$ cat config.mk
export PLATFORM = sky130hd
export DESIGN_NAME = wb_stage
export DESIGN_NICKNAME = d
export VERILOG_FILES = /design/src/rtl/wb_stage.sv
export SDC_FILE = /design/constraint.sdc
export NUM_CORES = 1
export LEC_CHECK = 0
export ABC_CLOCK_PERIOD_IN_PS = 2200
export BUFFER_PORTS_ARGS = -buffer_cell sky130_fd_sc_hd__buf_2
export CORE_MARGIN = 10
export CORE_UTILIZATION = 45
export CTS_CLUSTER_SIZE = 20
export DETAILED_ROUTE_END_ITERATION = 8
export GPL_TIMING_DRIVEN = 0
export PLACE_DENSITY = 0.79
export SLEW_MARGIN = 10
export SYNTH_ARGS = -nofsm -noshare
export SYNTH_HDL_FRONTEND = slang
export SYNTH_SLANG_ARGS = --single-unit
$ cat constraint.sdc
create_clock -name CLK -period 2.2 [get_ports CLK]
set_input_delay 0.44 -clock CLK [delete_from_list [all_inputs] [get_ports CLK]]
set_output_delay 0.44 -clock CLK [all_outputs]
set_load 0.005 [all_outputs]
$ cat src/rtl/wb_stage.sv
// RV32I writeback stage.
// Formats load data, selects the writeback result and drives the register-file
// write port combinationally. Also holds a one-cycle WB->ID bypass register,
// free-running cycle / retired-instruction counters and a sticky flag that
// records any misaligned load reaching this stage.
module wb_stage #(
    parameter int XLEN  = 32,
    parameter int CNT_W = 64
) (
    input  logic             CLK,
    input  logic             RST,
    input  logic             ValidW,
    input  logic             RegWriteW,
    input  logic [1:0]       ResultSrcW,
    input  logic [2:0]       LoadControlW,
    input  logic [4:0]       rdW,
    input  logic [XLEN-1:0]  ALUResultW,
    input  logic [XLEN-1:0]  PCPlus4W,
    input  logic [XLEN-1:0]  PCTargetW,
    input  logic [XLEN-1:0]  ReadDataW,
    output logic             RfWeW,
    output logic [4:0]       RfAddrW,
    output logic [XLEN-1:0]  ResultW,
    output logic             BypValid,
    output logic [4:0]       BypRd,
    output logic [XLEN-1:0]  BypData,
    output logic [CNT_W-1:0] CycleCnt,
    output logic [CNT_W-1:0] InstretCnt,
    output logic             MisalignFlag
);

    // Result-source selector encodings.
    localparam logic [1:0] SRC_ALU  = 2'b00;
    localparam logic [1:0] SRC_LOAD = 2'b01;
    localparam logic [1:0] SRC_PC4  = 2'b10;
    localparam logic [1:0] SRC_TGT  = 2'b11;

    // Load funct3 encodings.
    localparam logic [2:0] LC_LB  = 3'b000;
    localparam logic [2:0] LC_LH  = 3'b001;
    localparam logic [2:0] LC_LW  = 3'b010;
    localparam logic [2:0] LC_LBU = 3'b100;
    localparam logic [2:0] LC_LHU = 3'b101;

    localparam logic [CNT_W-1:0] CNT_ONE = {{(CNT_W-1){1'b0}}, 1'b1};

    // Selects byte lane 'off' of an aligned word.
    function automatic logic [7:0] pick_byte(input logic [XLEN-1:0] word,
                                             input logic [1:0]      off);
        logic [7:0] b;
        case (off)
            2'd0:    b = word[7:0];
            2'd1:    b = word[15:8];
            2'd2:    b = word[23:16];
            2'd3:    b = word[31:24];
            default: b = word[7:0];
        endcase
        return b;
    endfunction

    // Selects the lower or upper halfword of an aligned word.
    function automatic logic [15:0] pick_half(input logic [XLEN-1:0] word,
                                              input logic            upper);
        logic [15:0] h;
        if (upper) begin
            h = word[31:16];
        end else begin
            h = word[15:0];
        end
        return h;
    endfunction

    // Extends a byte to XLEN, sign-extending when 'sgn' is set.
    function automatic logic [XLEN-1:0] ext_byte(input logic [7:0] b,
                                                 input logic       sgn);
        logic [XLEN-1:0] r;
        if (sgn) begin
            r = {{(XLEN-8){b[7]}}, b};
        end else begin
            r = {{(XLEN-8){1'b0}}, b};
        end
        return r;
    endfunction

    // Extends a halfword to XLEN, sign-extending when 'sgn' is set.
    function automatic logic [XLEN-1:0] ext_half(input logic [15:0] h,
                                                 input logic        sgn);
        logic [XLEN-1:0] r;
        if (sgn) begin
            r = {{(XLEN-16){h[15]}}, h};
        end else begin
            r = {{(XLEN-16){1'b0}}, h};
        end
        return r;
    endfunction

    logic [1:0]       off_s;
    logic [7:0]       byte_s;
    logic [15:0]      half_s;
    logic [XLEN-1:0]  load_data_s;
    logic             is_load_s;
    logic             misalign_s;
    logic [XLEN-1:0]  result_s;
    logic             rf_we_s;
    logic             retire_s;

    logic             byp_valid_r;
    logic [4:0]       byp_rd_r;
    logic [XLEN-1:0]  byp_data_r;
    logic [CNT_W-1:0] cycle_cnt_r;
    logic [CNT_W-1:0] instret_cnt_r;
    logic             misalign_flag_r;

    // Load data formatting: extract the addressed lane and extend it.
    always_comb begin
        off_s       = ALUResultW[1:0];
        byte_s      = pick_byte(ReadDataW, off_s);
        half_s      = pick_half(ReadDataW, off_s[1]);
        load_data_s = ReadDataW;
        case (LoadControlW)
            LC_LB:   load_data_s = ext_byte(byte_s, 1'b1);
            LC_LBU:  load_data_s = ext_byte(byte_s, 1'b0);
            LC_LH:   load_data_s = ext_half(half_s, 1'b1);
            LC_LHU:  load_data_s = ext_half(half_s, 1'b0);
            LC_LW:   load_data_s = ReadDataW;
            default: load_data_s = ReadDataW;
        endcase
    end

    // Misaligned-load detection; only a real, writing load can be misaligned.
    always_comb begin
        is_load_s  = ValidW & RegWriteW & (ResultSrcW == SRC_LOAD);
        misalign_s = 1'b0;
        case (LoadControlW)
            LC_LH:   misalign_s = is_load_s & off_s[0];
            LC_LHU:  misalign_s = is_load_s & off_s[0];
            LC_LW:   misalign_s = is_load_s & (off_s != 2'b00);
            default: misalign_s = 1'b0;
        endcase
    end

    // Writeback result mux; evaluated whether or not the slot is valid.
    always_comb begin
        result_s = ALUResultW;
        case (ResultSrcW)
            SRC_ALU:  result_s = ALUResultW;
            SRC_LOAD: result_s = load_data_s;
            SRC_PC4:  result_s = PCPlus4W;
            SRC_TGT:  result_s = PCTargetW;
            default:  result_s = ALUResultW;
        endcase
    end

    // Write-enable and retire qualification; x0 is never written and a
    // misaligned load neither writes nor retires.
    always_comb begin
        rf_we_s  = ValidW & RegWriteW & (rdW != 5'd0) & ~misalign_s;
        retire_s = ValidW & ~misalign_s;
    end

    assign RfWeW        = rf_we_s;
    assign RfAddrW      = rdW;
    assign ResultW      = result_s;
    assign BypValid     = byp_valid_r;
    assign BypRd        = byp_rd_r;
    assign BypData      = byp_data_r;
    assign CycleCnt     = cycle_cnt_r;
    assign InstretCnt   = instret_cnt_r;
    assign MisalignFlag = misalign_flag_r;

    // Free-running cycle counter; wraps naturally at 2^CNT_W.
    always_ff @(posedge CLK) begin
        if (RST) begin
            cycle_cnt_r <= {CNT_W{1'b0}};
        end else begin
            cycle_cnt_r <= cycle_cnt_r + CNT_ONE;
        end
    end

    // Retired-instruction counter, including instructions that do not write.
    always_ff @(posedge CLK) begin
        if (RST) begin
            instret_cnt_r <= {CNT_W{1'b0}};
        end else if (retire_s) begin
            instret_cnt_r <= instret_cnt_r + CNT_ONE;
        end else begin
            instret_cnt_r <= instret_cnt_r;
        end
    end

    // Bypass register: valid tracks this cycle's write; rd/data hold the
    // most recent write so a bubble leaves the last value visible.
    always_ff @(posedge CLK) begin
        if (RST) begin
            byp_valid_r <= 1'b0;
            byp_rd_r    <= 5'd0;
            byp_data_r  <= {XLEN{1'b0}};
        end else begin
            byp_valid_r <= rf_we_s;
            if (rf_we_s) begin
                byp_rd_r   <= rdW;
                byp_data_r <= result_s;
            end else begin
                byp_rd_r   <= byp_rd_r;
                byp_data_r <= byp_data_r;
            end
        end
    end

    // Sticky misaligned-load flag, cleared only by reset.
    always_ff @(posedge CLK) begin
        if (RST) begin
            misalign_flag_r <= 1'b0;
        end else begin
            misalign_flag_r <= misalign_flag_r | misalign_s;
        end
    end

endmodule

**Yosys cells after proc, flatten, opt, wreduce, memory -nomap -nowiden**

Index checks and enable logic that the tools add are counted.

- Muxes and demuxes: 5
- Add/sub/neg operators: 2
- Equality and inequality tests: 10
- Reductions and logical operators: 6
- Bitwise gates (word level): 9

Operators with widths:

| kind | number |
|---|---|
| one-hot mux 32 bit (4 select lines) | 2 |
| adder 64 x 1 -> 64 bit (second input constant) | 2 |
| one-hot mux 8 bit (4 select lines) | 1 |
| 2-to-1 mux 16 bit | 1 |
| equality test 2 bit (second input constant) | 4 |
| bitwise AND 1 bit | 7 |
| equality test 3 bit (second input constant) | 2 |
| nonzero test 5 bit | 1 |
| equality test 2 x 1 -> 1 bit (second input constant) | 2 |
| logical NOT 2 bit | 2 |
| equality test 3 x 1 -> 1 bit (second input constant) | 1 |
| equality test 3 x 2 -> 1 bit (second input constant) | 1 |
| logical NOT 3 bit | 1 |
| one-hot mux 1 bit (2 select lines) | 1 |
| nonzero test 2 bit | 1 |
| OR reduction 2 bit | 1 |
| inverter 1 bit | 1 |
| bitwise OR 1 bit | 1 |

- Word-level logic and storage cells: 38
- Bits in registers: 167
- Input port bits: 142
- Output and inout bits: 205

**Depth between registers and ports, before layout**

Gate-level depths: netlist of the first run.

- Word-level depth: 6
- Mapped depth: 10
- Depth with buffers taken out: 7

**Least setup slack after synthesis of the first run**

Ideal clock, no wire load.

- Path kind: input port to output port
- Start point: input port LoadControlW[2]
- End point: output port RfWeW
- Setup slack: -0.052 ns
- Stages: 7
- Data required time: 1.760 ns
- Arrival time: 1.812 ns
- Path buffers: 3
- Cells stage by stage: or3b_1 -> a2111oi_4 -> or3_1 -> buf_2 -> inv_2 -> buf_2 -> buf_6

- Longest elaborated chain between the ends: 5
- Elaborated cells on any way between the ends: 7
- Classes of those cells: eq/ne (3); mux (1); bitwise (2); reduce/logical (1)

Ends and longest elaborated chain:

| element | line | RTL |
|---|---|---|
| from (decl) | 15 | `input logic [2:0] LoadControlW,` |
| equality test 3 bit or equality test 3 x 1 -> 1 bit (tied branches) | 134 | `case (LoadControlW)` |
| OR reduction 2 bit (no line) | -- |  |
| one-hot mux 1 bit (2 select lines) (*) | 134 |  |
| inverter 1 bit (*) | 157 | `rf_we_s = ValidW & RegWriteW & (rdW != 5'd0) & ~misalign_s;` |
| bitwise AND 1 bit (*) | 157 |  |
| to (decl) | 21 | `output logic RfWeW,` |

Mark *: on every way between the ends. The rest lies on a longest branch, timed or not.

**Worst setup path in the final report of the first run**

- Start point: input port ALUResultW[0]
- End point: output port ResultW[12]

- Longest elaborated chain between the ends: 4
- Elaborated cells on any way between the ends: 7
- Classes of those cells: eq/ne (3); mux (3); reduce/logical (1)

Ends and longest elaborated chain:

| element | line | RTL |
|---|---|---|
| from (decl) | 17 | `input logic [XLEN-1:0] ALUResultW,` |
| equality test 2 bit, or another cell as far along | 51 | `case (off)` |
| one-hot mux 8 bit (4 select lines) (*) | 51 |  |
| one-hot mux 32 bit (4 select lines) (*) | 120 | `case (LoadControlW)` |
| one-hot mux 32 bit (4 select lines) (*) | 145 | `case (ResultSrcW)` |
| to (decl) | 23 | `output logic [XLEN-1:0] ResultW,` |

Marked as above.

==> impl_metrics.ini, run 1 <==
[power_and_ir_drop]
p_leak_nw = 5.50
peakVddDrop_v = 0.000521
powerDensity_nw_per_um2 = 564
p_total_mw = 7.31

[worst_setup_path]
path_buf_inv = 3
crit_type = in -> out
cp_max_fo = 5
cp_slowest_cell = mux2_4
rr_worst_depth = 7
cp-end-kind = output port
path_delay_family = compound AO/OA/AOI/OAI gates
rrSetupSlack_ns = 0.05
max_stage_delay_ns = 0.31
startpoint = ALUResultW[0]
r2r-end = CycleCnt[52]
cp_data_arrival_time_ns = 1.96
required_ns = 1.76
worstReg2RegStart = CycleCnt[15]
worst_setup_path_start_kind = input pin
crit_chain = buf_8, buf_8, mux2_4, a22o_4, o221a_2, a211oi_2, nor2_1, buf_2
crit_top_cell = buf_8

[timing]
slew_violations = 0
fin_skew_ns = 0.0108
max_freq_ghz = 0.416
finalCriticalPeriod_ns = 2.40
postLayoutSetupSlackWorst_ns = -0.204
setup_viol = 28
hold_viol_final = 0
rsz0062_at_grt = yes
tightestPinTransition_ns = 0.869
fin_crit_sh_pct = 109
relSlewSlack_pct = 41.6
whs_ns = 0.287

[logic_synthesis]
synthArstFlopShare_pct = 0
yosysTopAreaCell = dfxtp_1
synth_ff_type = dfxtp_1
avgSynthCellArea_um2 = 8.29
synthCells = 1125
yosysMostFrequentCell = dfxtp_1
synthTopCellsByArea = dfxtp_1 (36%), a21oi_1 (5.7%), nor2_1 (4.1%)
syn_nets = 1269
yosysSeqAreaShare_pct = 35.9
yosysTopAreaCellShare_pct = 35.9
synthesis.area_um2 = 9330
yosys-top-cells-count = dfxtp_1 (167), a21oi_1 (107), nor2_1 (101)
ys_types = 64
ys_seq_elements = 167
synth_edf_count = 0
synth_warnings = 0

[die]
start_util_pct = 45.9
die_area_um2 = 26900
core_area_um2 = 20300
ioPinCount = 347
die_w_um = 164
fp-row-count = 52
die_h_um = 164

[global_route]
grt.total_usage_pct = 27.2
grt_pass1_vias = 10600
antenna_found_initial = 7
grt_max_degree = 19
grt_pass1_wl_um = 58200
grt-ovfl-total = 0

[cts]
insertion_delay_ns = 0.43
clockBufferDepth = 2
cts_max_level = 4
cts_root_buffer = clkbuf_16
clock_sinks = 167
path_clk_slew_ns = 0.06
cts_tree = yes
cts_buffers = 17
holdBufCountCts = 0

[route]
drt-pass1-iter-count = 5
vias_per_cell = 6.00
drt_iter0_markers = 974
drc = 0
wl_per_cell_um = 21.6
routed_wirelength_um = 39200
num_vias = 10900
drtAntennaViolNets = 0

[status]
violations = setup timing
outcome = complete, but fails checks

[placement]
io_buffers = 344
dp_hpwl_um = 29600
gp_congestion = 0.992

[final_layout]
drive_above_1_share_pct = 38.0
nets = 1676
utilization_pct = 63.8
fill_cells = 1721
syn_to_final_growth_pct = 39.0

[min_path]
worstHoldPathCells = 3
hold-path-endpoint = BypRd[1]
worstHoldStart = rdW[1]
hold_path.class = in -> reg

[job]
maxCapViolations = 0
==> where the power goes <==
group	switching (mW)	total [mW]	internal, mW
Combinational	0.562	1.06	0.500
Sequential	0.0366	3.11	3.07
Clock	1.40	3.14	1.74
==> logic make-up after synthesis <==
group | Yosys count | share of synthesized area, %
AOI/OAI and AO/OA | 302 | 22.2
adders and majority gates | 2 | 0.268
DFF | 167 | 35.9
buffers and inverters | 114 | 5.27
and+or+nand+nor | 459 | 27.7
muxes | 40 | 4.87
xor gates and xnor gates | 41 | 3.85
==> flip-flops by register name, summed over array words and instances (netlist names) <==
name and cells:
BypData 32, MisalignFlag 1, CycleCnt 64, InstretCnt 64, BypRd 5, BypValid 1
==> tightest hold or removal path, cell delays in order <==
cell	delay [ns]
buf_2	0.12
nand2_1	0.05
a21oi_1	0.05
==> placed cells by master, fill, tap and decap left out, drive strengths merged, types with 9 or more instances in the layout <==
master  netlist  final
nor3         10     10
o31ai        50     50
and3         11     11
a21oi       107    107
o21bai       16     16
nor4         13     13
or4          50     50
nand2b       23     23
xor2         30     30
nand3        46     46
xnor2        11     11
nand2        67     67
mux2i        33     33
o21ai        42     42
nor2        102    102
o21ba        18     18
clkbuf       47     58
nand4        60     60
a221o        19     19
or3          37     37
inv          33     36
dfxtp       167    167
nand3b        9      9
buf          34    429
==> what timing repair did <==
| item | 4_1_cts | 5_1_grt |
|---|---|---|
| buffers inserted | 21 | 27 |
| gates cloned | 0 | 2 |
| setup endpoints to repair | 99 | 113 |
| pin swaps | 26 | 32 |
| gates resized for setup | 81 | 100 |
==> worst max-delay path by stage <==
stage,end,slack (ns),cells past startpoint
floorplan,RfWeW,-0.02,7
global placement,ResultW[0],-0.65,7
detailed placement,ResultW[0],-0.67,7
CTS,ResultW[13],-0.19,8
global route,ResultW[14],-0.23,8
finish,ResultW[12],-0.20,8
==> metrics by stage <==
step,instances,setup TNS [ns],setup WS (ns),cell area (um2)
floorplan,1125,-0.0241,-0.0241,9360
global placement,1739,-44.62,-0.651,11400
detailed placement,1739,-48.50,-0.668,11400
CTS,1788,-3.86,-0.189,12500
global route,1819,-4.24,-0.226,13000
finish,1819,-2.96,-0.204,13000
==> metal layers <==
metal / global-route usage [%] / share of wire (%) / up-vias
li1: - / - / 5035
met1: 29.6 / 37 / 5221
met2: 47.7 / 50 / 557
met3: 7.26 / 8.2 / 104
met4: 13.9 / 4.4 / 2
met5: 0 / 0.018 / -
==> cell type report <==
type	count	area [um2]	area share [%]
timing repair buffer	394	2200	17.0
buffer	75	482	3.72
antenna	5	12.5	0.0965
sequential	167	3370	26.0
multi-input combinational	844	5810	44.8
clock buffer	18	439	3.39
inverter	33	136	1.05
tap	270	338	2.61
clock inverter	13	166	1.28
Note: power is estimated with default switching activity, not from simulation.
==> run 2, diff against run 1 <==
- RECOVER_POWER: unset -> 100
==> run 2 against run 1 <==
Against the previous run:
- the run still ends with setup timing left
- clock skew about the same
- die area unchanged
- routed wire length decreased by 0.20%
- combinational power about the same
- final cell count unchanged
- global-route usage unchanged
- highest routed layer unchanged
- sequential share of layout area increased by 0.27 points
- critical endpoint unchanged
- worst setup slack improved by 0.0084 ns
==> impl_metrics.ini, run 2 (synthesis results as in run 1) <==
[die]
die_h_um = 164
start_util_pct = 45.9
fp-row-count = 52
core_area_um2 = 20300
ioPinCount = 347
die_w_um = 164
die_area_um2 = 26900

[final_layout]
utilization_pct = 62.7
nets = 1676
design_area_um2 = 12700
fill_cells = 1830
drive_above_1_share_pct = 27.6
syn_to_final_growth_pct = 36.5
final_cell_mix = buf_2 (210), dfxtp_1 (167), clkbuf_1 (164), a21oi_1 (102), nor2_1 (98)
final_common_cell = buf_2

[timing]
fin_crit_sh_pct = 109
slew_violations = 0
finalCriticalPeriod_ns = 2.40
hold_viol_final = 0
postLayoutSetupSlackWorst_ns = -0.195
tightestPinTransition_ns = 0.880
setup_viol = 36
rsz0062_at_grt = yes
fin_skew_ns = 0.0112
relSlewSlack_pct = 40.9
whs_ns = 0.287
max_freq_ghz = 0.417

[worst_setup_path]
max_stage_delay_ns = 0.31
cp_data_arrival_time_ns = 1.96
cp_slowest_cell = mux2_4
worst_setup_path_start_kind = input pin
crit_type = in -> out
crit_top_cell = buf_8
cp_max_fo = 5
crit_chain = buf_8, buf_8, mux2_4, a22o_4, o221a_2, a211oi_2, nor2_1, buf_2
required_ns = 1.76
cp-end-kind = output port
path_delay_family = compound AO/OA/AOI/OAI gates
path_buf_inv = 3

[cts]
cts_root_buffer = clkbuf_16
insertion_delay_ns = 0.43
clock_sinks = 167
cts_tree = yes
path_clk_slew_ns = 0.06
cts_buffers = 17
clockBufferDepth = 2
cts_max_level = 4

[placement]
io_buffers = 344
dpl_cell_area_um2 = 11400
gp_congestion = 0.992
dp_hpwl_um = 29600

[route]
drt_iter0_markers = 959
routed_wirelength_um = 39200
num_vias = 10900
drt-pass1-iter-count = 6
drtAntennaViolNets = 0
drc = 0
wl_per_cell_um = 21.5
vias_per_cell = 5.98

[job]
maxCapViolations = 0

[power_and_ir_drop]
p_leak_nw = 4.90
powerDensity_nw_per_um2 = 573
p_sw_mw = 1.99
p_int_mw = 5.30
peakVddDrop_v = 0.000521
p_comb_share_pct = 14.3
p_total_mw = 7.29
pwr-share-seq_pct = 42.7
switching_share_pct = 27.4
p_clk_share_pct = 43.0

[global_route]
grt_pass1_vias = 10600
grt_pass1_wl_um = 58200
antenna_found_initial = 7
grt_max_degree = 19
grt.total_usage_pct = 27.2
grt-ovfl-total = 0

[status]
violations = setup timing
outcome = complete, but fails checks

[min_path]
hold_path.class = in -> reg
[run 2: changes by cell type in the layout (fill, tap and decap cells not counted), sizes merged]
cell    previous run  this run
clkbuf            58       210
buf              429       277
[run 2: routing by layer]
metal	routed length (um)	part of all wire, %	global-route usage (%)	vias to the layer above
met5	7	0.018	0	-
met4	1640	4.2	13.9	2
met3	3470	8.9	7.26	102
met2	19700	50	47.7	582
met1	14300	37	29.6	5155
li1	-	-	-	5032
[run 2: path summary, 6_finish.rpt]
check	startpoint	to	slack (ns)	cells past startpoint
setup / recovery	ALUResultW[0]	ResultW[12]	-0.20	8
hold / removal	rdW[1]	BypRd[1]	0.29	3
setup reg to reg	CycleCnt[15]	CycleCnt[61]	0	7
hold reg to reg	BypData[7]	BypData[7]	0.46	2
[run 2: cell type report]
| type | instances | area [um2] | share of cell area, % |
|---|---|---|---|
| clock inverter | 13 | 166 | 1.31 |
| inverter | 33 | 136 | 1.07 |
| multi-input combinational | 844 | 5800 | 45.5 |
| buffer | 75 | 480 | 3.77 |
| tap | 270 | 338 | 2.65 |
| clock buffer | 18 | 439 | 3.45 |
| antenna | 5 | 12.5 | 0.0983 |
| timing repair buffer | 394 | 2020 | 15.8 |
| sequential | 167 | 3340 | 26.3 |
[run 2: power by group through the flow]
stage	clock network [mW]	logic (mW)	registers, mW
2_1_floorplan	0	0.454	3.18
3_3_place_gp	0	0.902	3.18
3_5_place_dp	0	0.908	3.18
4_1_cts	3.16	0.975	3.11
5_1_grt	3.28	1.11	3.12
6_report	3.14	1.04	3.11
[run 2: timing repair]
item / in CTS / in global routing
resized for setup: 81 / 100
hold buffers: 0 / 0
setup buffers: 21 / 27
endpoints found under the hold margin: 0 / 0
pin swaps: 26 / 32
endpoints found under the setup margin: 99 / 113
cloned: 0 / 2
[run 2: stage by stage]
step / TNS [ns] / setup slack, ns / std cells
floorplan: -0.0241 / -0.0241 / 1125
global placement: -44.62 / -0.651 / 1739
detailed placement: -48.50 / -0.668 / 1739
CTS: -3.86 / -0.189 / 1788
global route: -8.89 / -0.226 / 1819
finish: -3.15 / -0.195 / 1819
[run 2: worst reg2reg max path, delay by kind of cell (launching register included)]
family,cells,cell delay (ns)
and+or+nand+nor,4,1.04
buffers and inverters,2,0.49
AOI/OAI and AO/OA,1,0.15
DFF,1,0.43
==> run 3, diff against run 2 <==
- ABC_CLOCK_PERIOD_IN_PS: 2200 -> 2760
- CORE_UTILIZATION: 45 -> 50
- PLACE_DENSITY: 0.79 -> 0.83
- clock period: 2.2 -> 2.76 ns (I/O delays scaled with it)
==> run 3 against run 2 <==
Against the previous run:
- the flow now finishes without violations
- worst setup slack improved by 0.20 ns
- sequential cell count unchanged
- power shrank 21%
- cell area down 6.2%
- register-to-register slack improved by 0.22 ns
- count of clock-buffer cells in the layout is 1 lower
- sequential power decreased by 20%
- non-clock buffer count fell by 39
- critical path depth fell by 1
- critical path type unchanged
- largest power group unchanged
==> impl_metrics.ini, run 3 (synthesis results as in run 1) <==
[final_layout]
fill_cells = 1637
drive_above_1_share_pct = 21.6
regArea_um2 = 3340
final_cell_mix = buf_2 (206), clkbuf_1 (195), dfxtp_1 (167), a21oi_1 (104), nor2_1 (101)
design_area_um2 = 11900
final_common_cell = buf_2
final-instance-count-excl-fill = 1741
multi_input_area_um2 = 5580
syn_to_final_growth_pct = 28.1
nets = 1637
utilization_pct = 65.8

[cts]
clockBufferDepth = 2
insertion_delay_ns = 0.43
cts_root_buffer = clkbuf_16
cts_tree = yes
path_clk_slew_ns = 0.07
holdBufCountCts = 0
cts_buffers = 17
clock_sinks = 167
cts_max_level = 4

[route]
drtAntennaViolNets = 0
drc = 0
routed_wirelength_um = 38000
vias_per_cell = 6.17
drt_iter0_markers = 1083
num_vias = 10700
drt-pass1-iter-count = 6
wl_per_cell_um = 21.8

[worst_setup_path]
crit_top_cell = buf_2
crit_type = in -> out
path_delay_family = buffers and inverters
r2r-end = CycleCnt[60]
worstReg2RegStart = CycleCnt[9]
crit_chain = buf_2, mux4_2, nand2_1, a221oi_4, buf_4, a221o_1, buf_2
worst_setup_path_start_kind = input pin
required_ns = 2.21
max_stage_delay_ns = 0.53
rr_worst_depth = 6
path_buf_inv = 3
cp_max_fo = 7
cp_data_arrival_time_ns = 2.20
rrSetupSlack_ns = 0.22
startpoint = ALUResultW[1]
cp-end-kind = output port
cp_slowest_cell = mux4_2

[timing]
finalCriticalPeriod_ns = 2.76
max_freq_ghz = 0.363
slew_violations = 0
hold_viol_final = 0
whs_ns = 0.411
relSlewSlack_pct = 42.7
postLayoutSetupSlackWorst_ns = 0.00388
setup_viol = 0
fin_crit_sh_pct = 99.9
fin_skew_ns = 0.0108
setup-tns-final_ns = 0
tightestPinTransition_ns = 0.853

[global_route]
met2_usage_pct = 51.0
busiest_layer = met2
grt-ovfl-total = 0
grt_max_degree = 17
use_met1_pct = 33.0
grt_pass1_vias = 10300
grt_pass1_wl_um = 57600
grt.total_usage_pct = 29.3
antenna_found_initial = 7
met3_usage_pct = 8.03

[placement]
dp_hpwl_um = 29400
dpl_cell_area_um2 = 11300
gp_congestion = 1.02
placed_cells = 1698
io_buffers = 344
dp_slack_ns = -0.466

[power_and_ir_drop]
p_int_mw = 4.22
p_sw_mw = 1.55
p_comb_share_pct = 13.0
powerDensity_nw_per_um2 = 484
p_clk_share_pct = 44.1
pwr-share-seq_pct = 42.9
p_leak_nw = 4.41
switching_share_pct = 26.9
peakVddDrop_v = 0.000419
p_total_mw = 5.78

[min_path]
worstHoldStart = rdW[0]
worstHoldPathCells = 3
hold_path.class = in -> reg
hold-path-endpoint = BypRd[0]

[die]
core_area_um2 = 18100
fp-row-count = 49
ioPinCount = 347
die_h_um = 157
die_w_um = 157
die_area_um2 = 24500
start_util_pct = 51.4

[job]
maxCapViolations = 0

[status]
outcome = completed
-- run 3: cell count changes in the layout (fill, tap and decap cells not counted), moves of 4 or more --
cell,delta
clkbuf_8,-4
nand2_2,-5
buf_2,-4
clkbuf_1,+31
buf_8,-7
buf_4,-26
nand2_1,+6
buf_6,-12
clkbuf_2,-12
-- run 3: worst register-to-register path: cells and delay by family, from the launching register on --
family	cells	cell delay, ns
compound gates	1	0.14
flops	1	0.47
simple gates	4	1.57
buf+inv	1	0.30
-- run 3: how the worst max path moves through the flow --
stage | cells past startpoint | slack [ns] | to
after floorplan | 7 | 0.28 | RfWeW
after global placement | 7 | -0.45 | ResultW[0]
after detailed placement | 7 | -0.47 | ResultW[20]
after CTS | 6 | 0.001 | ResultW[6]
after global routing | 8 | -0.008 | ResultW[8]
final | 7 | 0.004 | ResultW[31]
-- run 3: timing repair --
action | in CTS | in global routing
setup endpoints to repair | 32 | 30
pin swaps | 3 | 3
gates resized for setup | 23 | 18
hold endpoints to repair | 0 | 0
setup buffers | 3 | 3
-- run 3: power by group through the flow --
stage / combinational, mW / clock, mW / sequential (mW)
CTS: 0.739 / 2.56 / 2.48
finish: 0.752 / 2.55 / 2.48
global route: 0.796 / 2.66 / 2.48
detailed placement: 0.716 / 0 / 2.53
global placement: 0.707 / 0 / 2.53
floorplan: 0.354 / 0 / 2.53
-- run 3: routing by layer --
layer	routed length, um	vias up
met1	14100	5068
met3	3620	79
met2	18900	630
met5	11	-
li1	-	4965
met4	1360	2
-- run 3: final cells by class --
| cell class | count | share of cell area [%] |
|---|---|---|
| Antenna cell | 7 | 0.147 |
| Buffer | 80 | 3.36 |
| Clock buffer | 17 | 3.56 |
| Clock inverter | 14 | 1.59 |
| Inverter | 33 | 1.06 |
| Multi-Input combinational cell | 844 | 46.7 |
| Sequential cell | 167 | 28.0 |
| Tap cell | 229 | 2.40 |
| Timing Repair Buffer | 350 | 13.2 |
